--- src/rtl/sand_brush_painter.sv ---
// sand_brush_painter
//
// Paints cell_type_i into the simulation RAM as a square brush stroke. The
// stroke's top-left corner is the cursor. The stroke is clipped at the
// playfield edges. The block writes one cell per clock and only while
// draw_en_i is high. If draw_en_i drops mid-stroke, the rest of the stroke is
// dropped.
//
// Optional feature macro: SAND_BRUSH_SCATTER_EN. When it is defined, an LFSR
// gates roughly a quarter of the writes, which gives a granular sand fill.
//
// Ports:
//   clk_i            system clock
//   reset_i          asynchronous, active-high reset
//   draw_en_i        paint permission (controller wait window)
//   cursor_x_i       brush top-left column
//   cursor_y_i       brush top-left row
//   brush_size_i     brush side length, 0 = no stroke
//   cell_type_i      value to paint
//   ram_wr_address_o RAM write address (0 outside PAINT)
//   ram_wr_data_o    RAM write data (0 outside PAINT)
//   ram_wr_en_o      RAM write strobe
//   busy_o           high in PAINT and DONE
//   done_o           one-cycle pulse when a stroke completes
module sand_brush_painter #(
  parameter int unsigned ACTIVE_COLUMNS = 640,
  parameter int unsigned ACTIVE_ROWS    = 480,
  parameter int unsigned ADDR_WIDTH     = $clog2(ACTIVE_COLUMNS * ACTIVE_ROWS),
  parameter int unsigned DATA_WIDTH     = 2,
  parameter int unsigned BRUSH_MAX      = 8,
  parameter int unsigned X_WIDTH        = $clog2(ACTIVE_COLUMNS),
  parameter int unsigned Y_WIDTH        = $clog2(ACTIVE_ROWS),
  parameter int unsigned SIZE_WIDTH     = $clog2(BRUSH_MAX + 1)
) (
  input  logic                  clk_i,
  input  logic                  reset_i,
  input  logic                  draw_en_i,
  input  logic [X_WIDTH-1:0]    cursor_x_i,
  input  logic [Y_WIDTH-1:0]    cursor_y_i,
  input  logic [SIZE_WIDTH-1:0] brush_size_i,
  input  logic [DATA_WIDTH-1:0] cell_type_i,
  output logic [ADDR_WIDTH-1:0] ram_wr_address_o,
  output logic [DATA_WIDTH-1:0] ram_wr_data_o,
  output logic                  ram_wr_en_o,
  output logic                  busy_o,
  output logic                  done_o
);

  typedef enum logic [1:0] {StIdle, StPaint, StDone} state_e;

  localparam logic [X_WIDTH:0]      ColsExt   = (X_WIDTH + 1)'(ACTIVE_COLUMNS);
  localparam logic [Y_WIDTH:0]      RowsExt   = (Y_WIDTH + 1)'(ACTIVE_ROWS);
  localparam logic [ADDR_WIDTH-1:0] RowStride = ADDR_WIDTH'(ACTIVE_COLUMNS);

  state_e                state_q, state_d;
  logic [X_WIDTH-1:0]    x_q, x_d, x0_q, x0_d, x_last_q, x_last_d;
  logic [Y_WIDTH-1:0]    y_q, y_d, y_last_q, y_last_d;
  logic [ADDR_WIDTH-1:0] row_base_q, row_base_d, addr_q, addr_d;
  logic [DATA_WIDTH-1:0] data_q, data_d;

  logic [X_WIDTH:0]      x_end;
  logic [Y_WIDTH:0]      y_end;
  logic [ADDR_WIDTH-1:0] origin_base;
  logic                  req_ok;
  logic                  scatter_ok;

  // Clipped extent and row base of a new request. The row base is the only
  // multiply in the block, and it is evaluated only at latch.
  always_comb begin
    x_end = {1'b0, cursor_x_i} + (X_WIDTH + 1)'(brush_size_i);
    if (x_end > ColsExt) x_end = ColsExt;
    y_end = {1'b0, cursor_y_i} + (Y_WIDTH + 1)'(brush_size_i);
    if (y_end > RowsExt) y_end = RowsExt;
    origin_base = ADDR_WIDTH'(cursor_y_i) * RowStride;
    req_ok = (brush_size_i != '0) && ({1'b0, cursor_x_i} < ColsExt) &&
             ({1'b0, cursor_y_i} < RowsExt);
  end

  always_comb begin
    state_d    = state_q;
    x_d        = x_q;
    x0_d       = x0_q;
    x_last_d   = x_last_q;
    y_d        = y_q;
    y_last_d   = y_last_q;
    row_base_d = row_base_q;
    addr_d     = addr_q;
    data_d     = data_q;
    unique case (state_q)
      StIdle: begin
        if (draw_en_i && req_ok) begin
          state_d    = StPaint;
          x0_d       = cursor_x_i;
          x_d        = cursor_x_i;
          y_d        = cursor_y_i;
          x_last_d   = X_WIDTH'(x_end - (X_WIDTH + 1)'(1));
          y_last_d   = Y_WIDTH'(y_end - (Y_WIDTH + 1)'(1));
          row_base_d = origin_base;
          addr_d     = origin_base + ADDR_WIDTH'(cursor_x_i);
          data_d     = cell_type_i;
        end
      end
      StPaint: begin
        if (!draw_en_i) begin
          // Abort: drop the rest so no write races the VRAM copy.
          state_d = StIdle;
          addr_d  = '0;
          data_d  = '0;
        end else if (x_q == x_last_q) begin
          if (y_q == y_last_q) begin
            state_d = StDone;
            addr_d  = '0;
            data_d  = '0;
          end else begin
            x_d        = x0_q;
            y_d        = y_q + Y_WIDTH'(1);
            row_base_d = row_base_q + RowStride;
            addr_d     = row_base_q + RowStride + ADDR_WIDTH'(x0_q);
          end
        end else begin
          x_d    = x_q + X_WIDTH'(1);
          addr_d = addr_q + ADDR_WIDTH'(1);
        end
      end
      StDone:  state_d = StIdle;
      default: state_d = StIdle;
    endcase
  end

  always_ff @(posedge clk_i or posedge reset_i) begin
    if (reset_i) begin
      state_q    <= StIdle;
      x_q        <= '0;
      x0_q       <= '0;
      x_last_q   <= '0;
      y_q        <= '0;
      y_last_q   <= '0;
      row_base_q <= '0;
      addr_q     <= '0;
      data_q     <= '0;
    end else begin
      state_q    <= state_d;
      x_q        <= x_d;
      x0_q       <= x0_d;
      x_last_q   <= x_last_d;
      y_q        <= y_d;
      y_last_q   <= y_last_d;
      row_base_q <= row_base_d;
      addr_q     <= addr_d;
      data_q     <= data_d;
    end
  end

`ifdef SAND_BRUSH_SCATTER_EN
  // Galois LFSR. It steps on every PAINT cycle, so the walk timing is
  // unchanged and only the write strobe is thinned.
  logic [15:0] lfsr_q, lfsr_d;

  always_comb begin
    lfsr_d = lfsr_q;
    if (state_q == StPaint) begin
      lfsr_d = {1'b0, lfsr_q[15:1]} ^ (lfsr_q[0] ? 16'hB400 : 16'h0000);
    end
  end

  always_ff @(posedge clk_i or posedge reset_i) begin
    if (reset_i) lfsr_q <= 16'hACE1;
    else         lfsr_q <= lfsr_d;
  end

  assign scatter_ok = (lfsr_q[1:0] != 2'b00);
`else
  assign scatter_ok = 1'b1;
`endif

  assign ram_wr_en_o      = (state_q == StPaint) & draw_en_i & scatter_ok;
  assign ram_wr_address_o = addr_q;
  assign ram_wr_data_o    = data_q;
  assign busy_o           = (state_q != StIdle);
  assign done_o           = (state_q == StDone);

endmodule
--- config.mk ---
export PLATFORM = sky130hd
export DESIGN_NAME = sand_brush_painter
export DESIGN_NICKNAME = d
export VERILOG_FILES = /design/src/rtl/sand_brush_painter.sv
export SDC_FILE = /design/constraint.sdc
export NUM_CORES = 1
export LEC_CHECK = 0
export BUFFER_PORTS_ARGS = -buffer_cell sky130_fd_sc_hd__buf_2
export CORE_MARGIN = 2
export CORE_UTILIZATION = 35
export DETAILED_ROUTE_END_ITERATION = 10
export GPL_ROUTABILITY_DRIVEN = 0
export GPL_TIMING_DRIVEN = 0
export PLACE_DENSITY = 0.48
export SLEW_MARGIN = 0
export SYNTH_ARGS = -nofsm -noshare
export SYNTH_HDL_FRONTEND = slang
export SYNTH_SLANG_ARGS = --single-unit
--- constraint.sdc ---
create_clock -name clk_i -period 4.8 [get_ports clk_i]
set_input_delay 0.48 -clock clk_i [delete_from_list [all_inputs] [get_ports clk_i]]
set_output_delay 0.48 -clock clk_i [all_outputs]
set_load 0.005 [all_outputs]
# Word-level counts from Yosys, hierarchy flattened
# Index checks and enable logic that the tools add are counted.
dict set report op_classes {
  order_cmp 4
  n_bitwise 1
  n_addsub 10
  multipliers 1
  n_eq_ne 11
  reduce_logical 13
  n_mux 32
}
# cell count
set ops {}
lappend ops {{$mux 19} 8}
lappend ops {{$pmux 19 s2} 2}
lappend ops {{$mux 10} 5}
lappend ops {{$mux 9} 5}
lappend ops {{$add 19x10->19} 2}
lappend ops {{$pmux 10 s2} 1}
lappend ops {{$add 19x1->19 const B} 1}
lappend ops {{$add 19x10->19 const B} 1}
lappend ops {{$pmux 9 s2} 1}
lappend ops {{$mux 2} 8}
lappend ops {{$mul 9x3->12 const B} 1}
lappend ops {{$add 10x4->11} 1}
lappend ops {{$gt 11x10->1 const B} 1}
lappend ops {{$add 10x1->10 const B} 1}
lappend ops {{$add 9x4->10} 1}
lappend ops {{$eq 10x10->1} 1}
lappend ops {{$gt 10x9->1 const B} 1}
lappend ops {{$lt 10x10->1 const B} 1}
lappend ops {{$sub 10x1->10 const B} 1}
lappend ops {{$add 9x1->9 const B} 1}
lappend ops {{$eq 9x9->1} 1}
lappend ops {{$lt 9x9->1 const B} 1}
lappend ops {{$ne 3x3->1 const B} 3}
lappend ops {{$sub 9x1->9 const B} 1}
lappend ops {{other kinds (13)} 22}
dict set report totals {
  register_bits 90
  input_bits 28
  elab_cells 81
  output_inout_bits 24
}

# Logic depth before layout (Yosys ltp)
# Gate-level depths: netlist of the first run.
dict set report depth {
  depth_word 6
  ltp_mapped 16
  ltp_nobuf 16
}

# Worst setup path before layout of the first run
# No wires, ideal clock.
dict set report synth_path {
  path_kind {input port to flip-flop}
  startpoint {input cursor_x_i[0]}
  endpoint {register x_last_q[6]}
  setup_ps 126
  setup_slack_ps 1231
  t_required_ps 4674
  arrival_time_ps 3443
  path_buffers 0
  cell_stages 16
  cell_sequence {ha_1 -> inv_1 -> fa_1 -> nand2b_1 -> a21boi_1 -> o21ai_0 -> o21ai_0 -> a31o_2 -> and2_1 -> nand2_1 -> ha_1 -> o211ai_1 -> inv_1 -> and2_1 -> xnor2_1 -> a311o_1}
}
dict set report synth_between {
  elab_chain_len 5
  word_cells_on_any_way 9
  classes_between {2 x add/sub; 2 x order compare; 1 x mux; 4 x reduce/logical}
}
# element line_no
set synth_lines {}
lappend synth_lines {{start, declared} 38} ;# input logic [X_WIDTH-1:0] cursor_x_i,
lappend synth_lines {{branches (longest 5 deep; another with $add 10x4->11)} --}
lappend synth_lines {{end signal, assigned} 145} ;# x_last_q <= x_last_d;
lappend synth_lines {{end, declared} 56} ;# logic [X_WIDTH-1:0] x_q, x_d, x0_q, x0_d, x_last_q, x_last_d;
# Parallel ways; which one is timed is not known.
# A chain may end at the register's enable or synchronous reset.

# Final worst setup path of the first run
# Ends and elaborated chain as after synthesis.

==> flow_summary.toml, run 1 <==
[critical_path]
crit_arrival_ns = 4.33
cp_num_buf_inv = 3
criticalPathCategory = "in -> reg"
end_kind = "flop"
worstPathRequired_ns = 5.03
cp_slowest_cell = "fa_1"
cp_cell_sequence = "buf_2 -> ha_1 -> inv_1 -> fa_1 -> nand2b_1 -> a21boi_1 -> o21ai_0 -> o21ai_0 -> a31o_2 -> and2_1 -> nand2_1 -> ha_1 -> o211ai_1 -> inv_1 -> and2_1 -> xnor2_1 -> a311o_1"
crit_fanout = 6
crit_family = "compound AO/OA/AOI/OAI gates"
max_stage_delay_ns = 0.44
start_kind = "input port"

[worst_hold_path]
min-delay-path-class = "in -> async"

[synthesis]
syn_nets = 918
synthCells = 852
async_reset_ff_share_pct = 100.0
synth_flop_cell = "dfrtp_1"
ys_ff_latch = 83
synth-edff-count = 0
syn-cell-area_um2 = 6974
ys_seq_area_share_pct = 29.78
synthDistinctLibCells = 80
syn_area_per_cell_um2 = 8.186
synth-warning-count = 0

[power]
p_leak_nw = 3.414
power.density_nw_per_um2 = 461.1
peakVddDrop_mv = 0.1613

[run]
cap_violations = 0

[run_status]
outcome = "finished, final reports clean"

[routing]
routedWlPerCell_um = 19.03
drt_pass1_iterations = 5
drt_iter0_drc = 498
post_drt_via_cell_ratio = 5.473
drc = 0
antenna_left = 0
wl_um = 22490
vias = 6469

[cts]
post_cts_buffers = 0
post_cts_resized = 0
h-tree-depth = 3
insertion_delay_ns = 0.35
cts_max_path_buffers = 2
cts_tree = "yes"
holdBufCountCts = 0
clockRootBuffer = "clkbuf_16"
clock_sink_count = 83
numCtsBuffers = 9
cts.clk_slew.worst_paths_ns = 0.06

[cells_and_area]
layout_commonest_cell = "nand2_1"
area_delta_synth_final_pct = 13.15
antennaDiodeCount = 0
layout-drive-gt1-share_pct = 11.67
layout_common_cells = "90 x nand2_1, 83 x dfrtp_1, 76 x nor2_1"
nets = 979

[die]
core_area_um2 = 19530
ios = 52
initial_core_util_pct = 35.72
die-area_um2 = 21070
die_width_um = 145.2
die_h_um = 145.2
fp-row-count = 51

[sta]
fin_skew_ns = 0.01030
maxSlewHeadroom_pct = 48.48
period_share_pct = 85.41
hold_violations = 0
fmax_mhz = 243.9
tns_ns = 0
fin_hold_ws_ns = 0.07908
finalSetupViolations = 0
worst_pin_slew_ns = 0.7728
drv_slew = 0
period_minus_slack_ns = 4.100
rsz0062_at_grt = "false"

[grt]
grt_pass1_wl_um = 35430
grt_max_degree = 65
track_usage_pct = 21.25
grt_overflow_total = 0
grt_pass1_vias = 6172
antenna_found_initial = 0

[placement]
hpwlAfterDp_um = 17480
port_buffers = 49
[final cells by class]
class,count,area (µm²)
Fill cell,2072,11630
Sequential cell,83,2077
Clock buffer,13,250.2
Inverter,27,103.9
Buffer,49,212.7
Multi-Input combinational cell,693,4583
Tap cell,265,331.6
Clock inverter,2,60.06
Timing Repair Buffer,50,272.8
[Yosys cell counts, types with 15 or more instances]
| cell | n | area share (%) |
|---|---|---|
| a21oi_1 | 60 | 4.3 |
| and3_1 | 15 | 1.3 |
| clkbuf_1 | 30 | 1.6 |
| dfrtp_1 | 83 | 30 |
| ha_1 | 34 | 6.1 |
| inv_1 | 26 | 1.4 |
| nand2_1 | 90 | 4.8 |
| nand3_1 | 27 | 1.9 |
| nor2_1 | 76 | 4.1 |
| nor3_1 | 20 | 1.4 |
| o21ai_0 | 43 | 3.1 |
| o21ai_1 | 19 | 1.4 |
| xnor2_1 | 45 | 5.7 |
| xor2_1 | 47 | 5.9 |
[power by group]
part	total (mW)	internal (mW)	switching (mW)
sequential	1.25	0.941	0.314
clock	0.765	0.469	0.296
combinational	1.62	0.704	0.915
total	3.64	2.11	1.52
[routing by layer]
layer | part of all wire, % | global-route usage (%) | vias to the layer above
met5 | 0 | 0 | -
met4 | 2.2 | 7.010 | 0
met3 | 3.9 | 2.327 | 25
met2 | 43 | 32.38 | 156
met1 | 51 | 31.33 | 3085
li1 | - | - | 3203
[worst paths after layout]
kind | start | endpoint | slack, ns | cells past startpoint
min in group clk_i | cell_type_i[0] | ram_wr_data_o[0] | 0.36 | 2
setup / recovery | cursor_x_i[0] | x_last_q[6] | 0.70 | 17
setup reg to reg | row_base_q[7] | ram_wr_address_o[18] | 1.97 | 9
hold / removal | reset_i | ram_wr_address_o[6] | 0.08 | 2
hold reg to reg | y_last_q[5] | y_last_q[5] | 0.50 | 2
max in group asynchronous | reset_i | y_q[5] | 4.09 | 3
[flip-flops by register name (all words and copies together) (netlist names)]
register / cells
ram_wr_address_o: 19
row_base_q: 12
x0_q: 10
x_last_q: 10
x_q: 10
y_last_q: 9
y_q: 9
ram_wr_data_o: 2
state_q: 2
[logic make-up after synthesis]
group / Yosys count / synth area share [%]
AOI/OAI and AO/OA: 250 / 23.56
xor gates and xnor gates: 95 / 12.25
adders and majority gates: 38 / 7.248
buffers and inverters: 76 / 4.503
DFF: 83 / 29.78
muxes: 14 / 2.027
and+or+nand+nor: 296 / 20.63
[metrics by stage]
stage	cells	utilization, %	power (mW)	setup WS [ns]	area, µm²
2_1_floorplan	852	-	2.396	1.231	6974
3_3_place_gp	1166	38.67	2.868	0.3501	7551
3_5_place_dp	1167	38.82	2.875	0.4079	7581
4_1_cts	1182	40.41	3.649	0.7796	7891
5_1_grt	1182	40.41	3.918	0.4221	7891
6_report	1182	40.41	3.638	0.7003	7891
(Power assumes the default switching activity.)
==> inputs of run 2 (changes only) <==
Settings changed: RECOVER_POWER set to 100.
==> run 2 against run 1 <==
Compared with the run above: the flow now finishes with violations (capacitance limit, slew limit); sequential share of layout area is 0.33 points higher; non-clock buffer count is the same; clock power about the same; global-route usage stayed put; register-to-register slack got worse by 0.57 ns.
==> flow_summary.toml, run 2 (synthesis results as in run 1) <==
[sta]
fmax_mhz = 233.5
worst_pin_slew_ns = 3.059
maxSlewHeadroom_pct = -103.9
drv_slew = 65
hold_violations = 0
tns_ns = 0
finalSetupViolations = 0
fin_skew_ns = 0.009318
period_minus_slack_ns = 4.283
period_share_pct = 89.24
rsz0062_at_grt = "false"

[routing]
antenna_left = 0
drt_pass1_iterations = 5
drc = 0
vias = 6546
wl_um = 22520
post_drt_via_cell_ratio = 5.538
routedWlPerCell_um = 19.05
drt_iter0_drc = 507

[power]
p_clk_share_pct = 21.1
sequentialPowerShare_pct = 34.8
peakVddDrop_mv = 0.1567
p_int_mw = 2.096
power.switching_mw = 1.512
p_sw_share_pct = 41.91
fin_total_pwr_mw = 3.608
p_leak_nw = 3.293
power.density_nw_per_um2 = 462.9
combPwrFrac_pct = 44.1

[die]
die_h_um = 145.2
ios = 52
fp-row-count = 51
core_area_um2 = 19530
initial_core_util_pct = 35.72
die-area_um2 = 21070
die_width_um = 145.2

[cts]
cts_tree = "yes"
numCtsBuffers = 9
insertion_delay_ns = 0.35
cts.clk_slew.worst_paths_ns = 0.06
h-tree-depth = 3
cts_max_path_buffers = 2
post_cts_resized = 0
clockRootBuffer = "clkbuf_16"
post_cts_buffers = 0
holdBufCountCts = 0
clock_sink_count = 83

[cells_and_area]
antennaDiodeCount = 0
layout_common_cells = "90 x nand2_1, 83 x dfrtp_1, 76 x nor2_1"
layout_commonest_cell = "nand2_1"
nets = 979
area_delta_synth_final_pct = 11.75
fill_cells = 2091
largest_register_ffs = 19
layout-drive-gt1-share_pct = 8.179

[critical_path]
end_kind = "flop"
cp_cell_sequence = "clkbuf_1 -> ha_1 -> inv_1 -> fa_1 -> nand2b_1 -> a21boi_1 -> o21ai_0 -> o21ai_0 -> a31o_2 -> and2_1 -> nand2_1 -> ha_1 -> o211ai_1 -> inv_1 -> and2_0 -> xnor2_1 -> a311o_1"
worstPathRequired_ns = 5.03
start_kind = "input port"
crit_fanout = 6
max_stage_delay_ns = 0.44
crit_arrival_ns = 4.52
r2r_setup_slack_ns = 1.40
criticalPathCategory = "in -> reg"
cp_slowest_cell = "fa_1"

[placement]
port_buffers = 49
hpwlAfterDp_um = 17480

[grt]
grt_pass1_vias = 6172
grt_max_degree = 65
grt_pass1_wl_um = 35430
track_usage_pct = 21.25
antenna_found_initial = 0
grt_overflow_total = 0

[run_status]
outcome = "finished with violations"
violations = "capacitance limit, slew limit"

[run]
cap_violations = 1

[worst_hold_path]
min-delay-path-class = "in -> async"
## run 2: per-stage QoR
step / hold WS [ns] / setup WS [ns] / cell area, µm² / util [%] / std cells
after floorplan: 0.4639 / 1.231 / 6974 / - / 852
after CTS: 0.08610 / 0.7796 / 7891 / 40.41 / 1182
after global routing: 0.3373 / 0.2281 / 7794 / 39.91 / 1182
after global placement: 0.4850 / 0.3501 / 7551 / 38.67 / 1166
final: 0.2565 / 0.5165 / 7794 / 39.91 / 1182
after detailed placement: 0.4588 / 0.4079 / 7581 / 38.82 / 1167
## run 2: cell type report
type / instances / area, µm² / share of cell area [%]
plain buffers: 49 / 195.2 / 2.504
clock buffers: 13 / 250.2 / 3.211
clock inverters: 2 / 60.06 / 0.7706
inverters: 27 / 102.6 / 1.316
multi-input cells: 693 / 4541 / 58.26
flip-flops and latches: 83 / 2077 / 26.65
well taps: 265 / 331.6 / 4.254
repair buffers: 50 / 236.5 / 3.034
## run 2: critical path: cells and delay by family
| kind | cells | cell delay (ns) |
|---|---|---|
| xor+xnor | 1 | 0.14 |
| buf+inv | 3 | 0.48 |
| fa+ha+maj | 3 | 1.00 |
| simple gates | 4 | 0.75 |
| compound gates | 6 | 1.67 |
## run 2: layer usage
layer	vias up	global-route usage (%)	wire length (µm)
met1	3136	31.33	11270
met5	-	0	0
met4	0	7.010	480
met3	24	2.327	984
li1	3209	-	-
met2	177	32.38	9781
## run 2: final timing paths
path | start | endpoint | cells past startpoint
setup / recovery | cursor_x_i[0] | x_last_q[6] | 17
hold / removal | reset_i | ram_wr_address_o[6] | 2
setup reg to reg | x_q[6] | y_q[1] | 10
hold reg to reg | y_last_q[5] | y_last_q[5] | 2
max in group asynchronous | reset_i | y_q[5] | 3
min in group clk_i | cell_type_i[0] | ram_wr_data_o[0] | 2
## run 2: power by group through the flow
stage / Clock (mW) / Combinational (mW) / Sequential [mW]
after detailed placement: 0 / 1.61 / 1.26
after CTS: 0.775 / 1.62 / 1.25
after floorplan: 0 / 1.22 / 1.17
after global routing: 0.811 / 1.78 / 1.30
final: 0.762 / 1.59 / 1.26
after global placement: 0 / 1.61 / 1.26
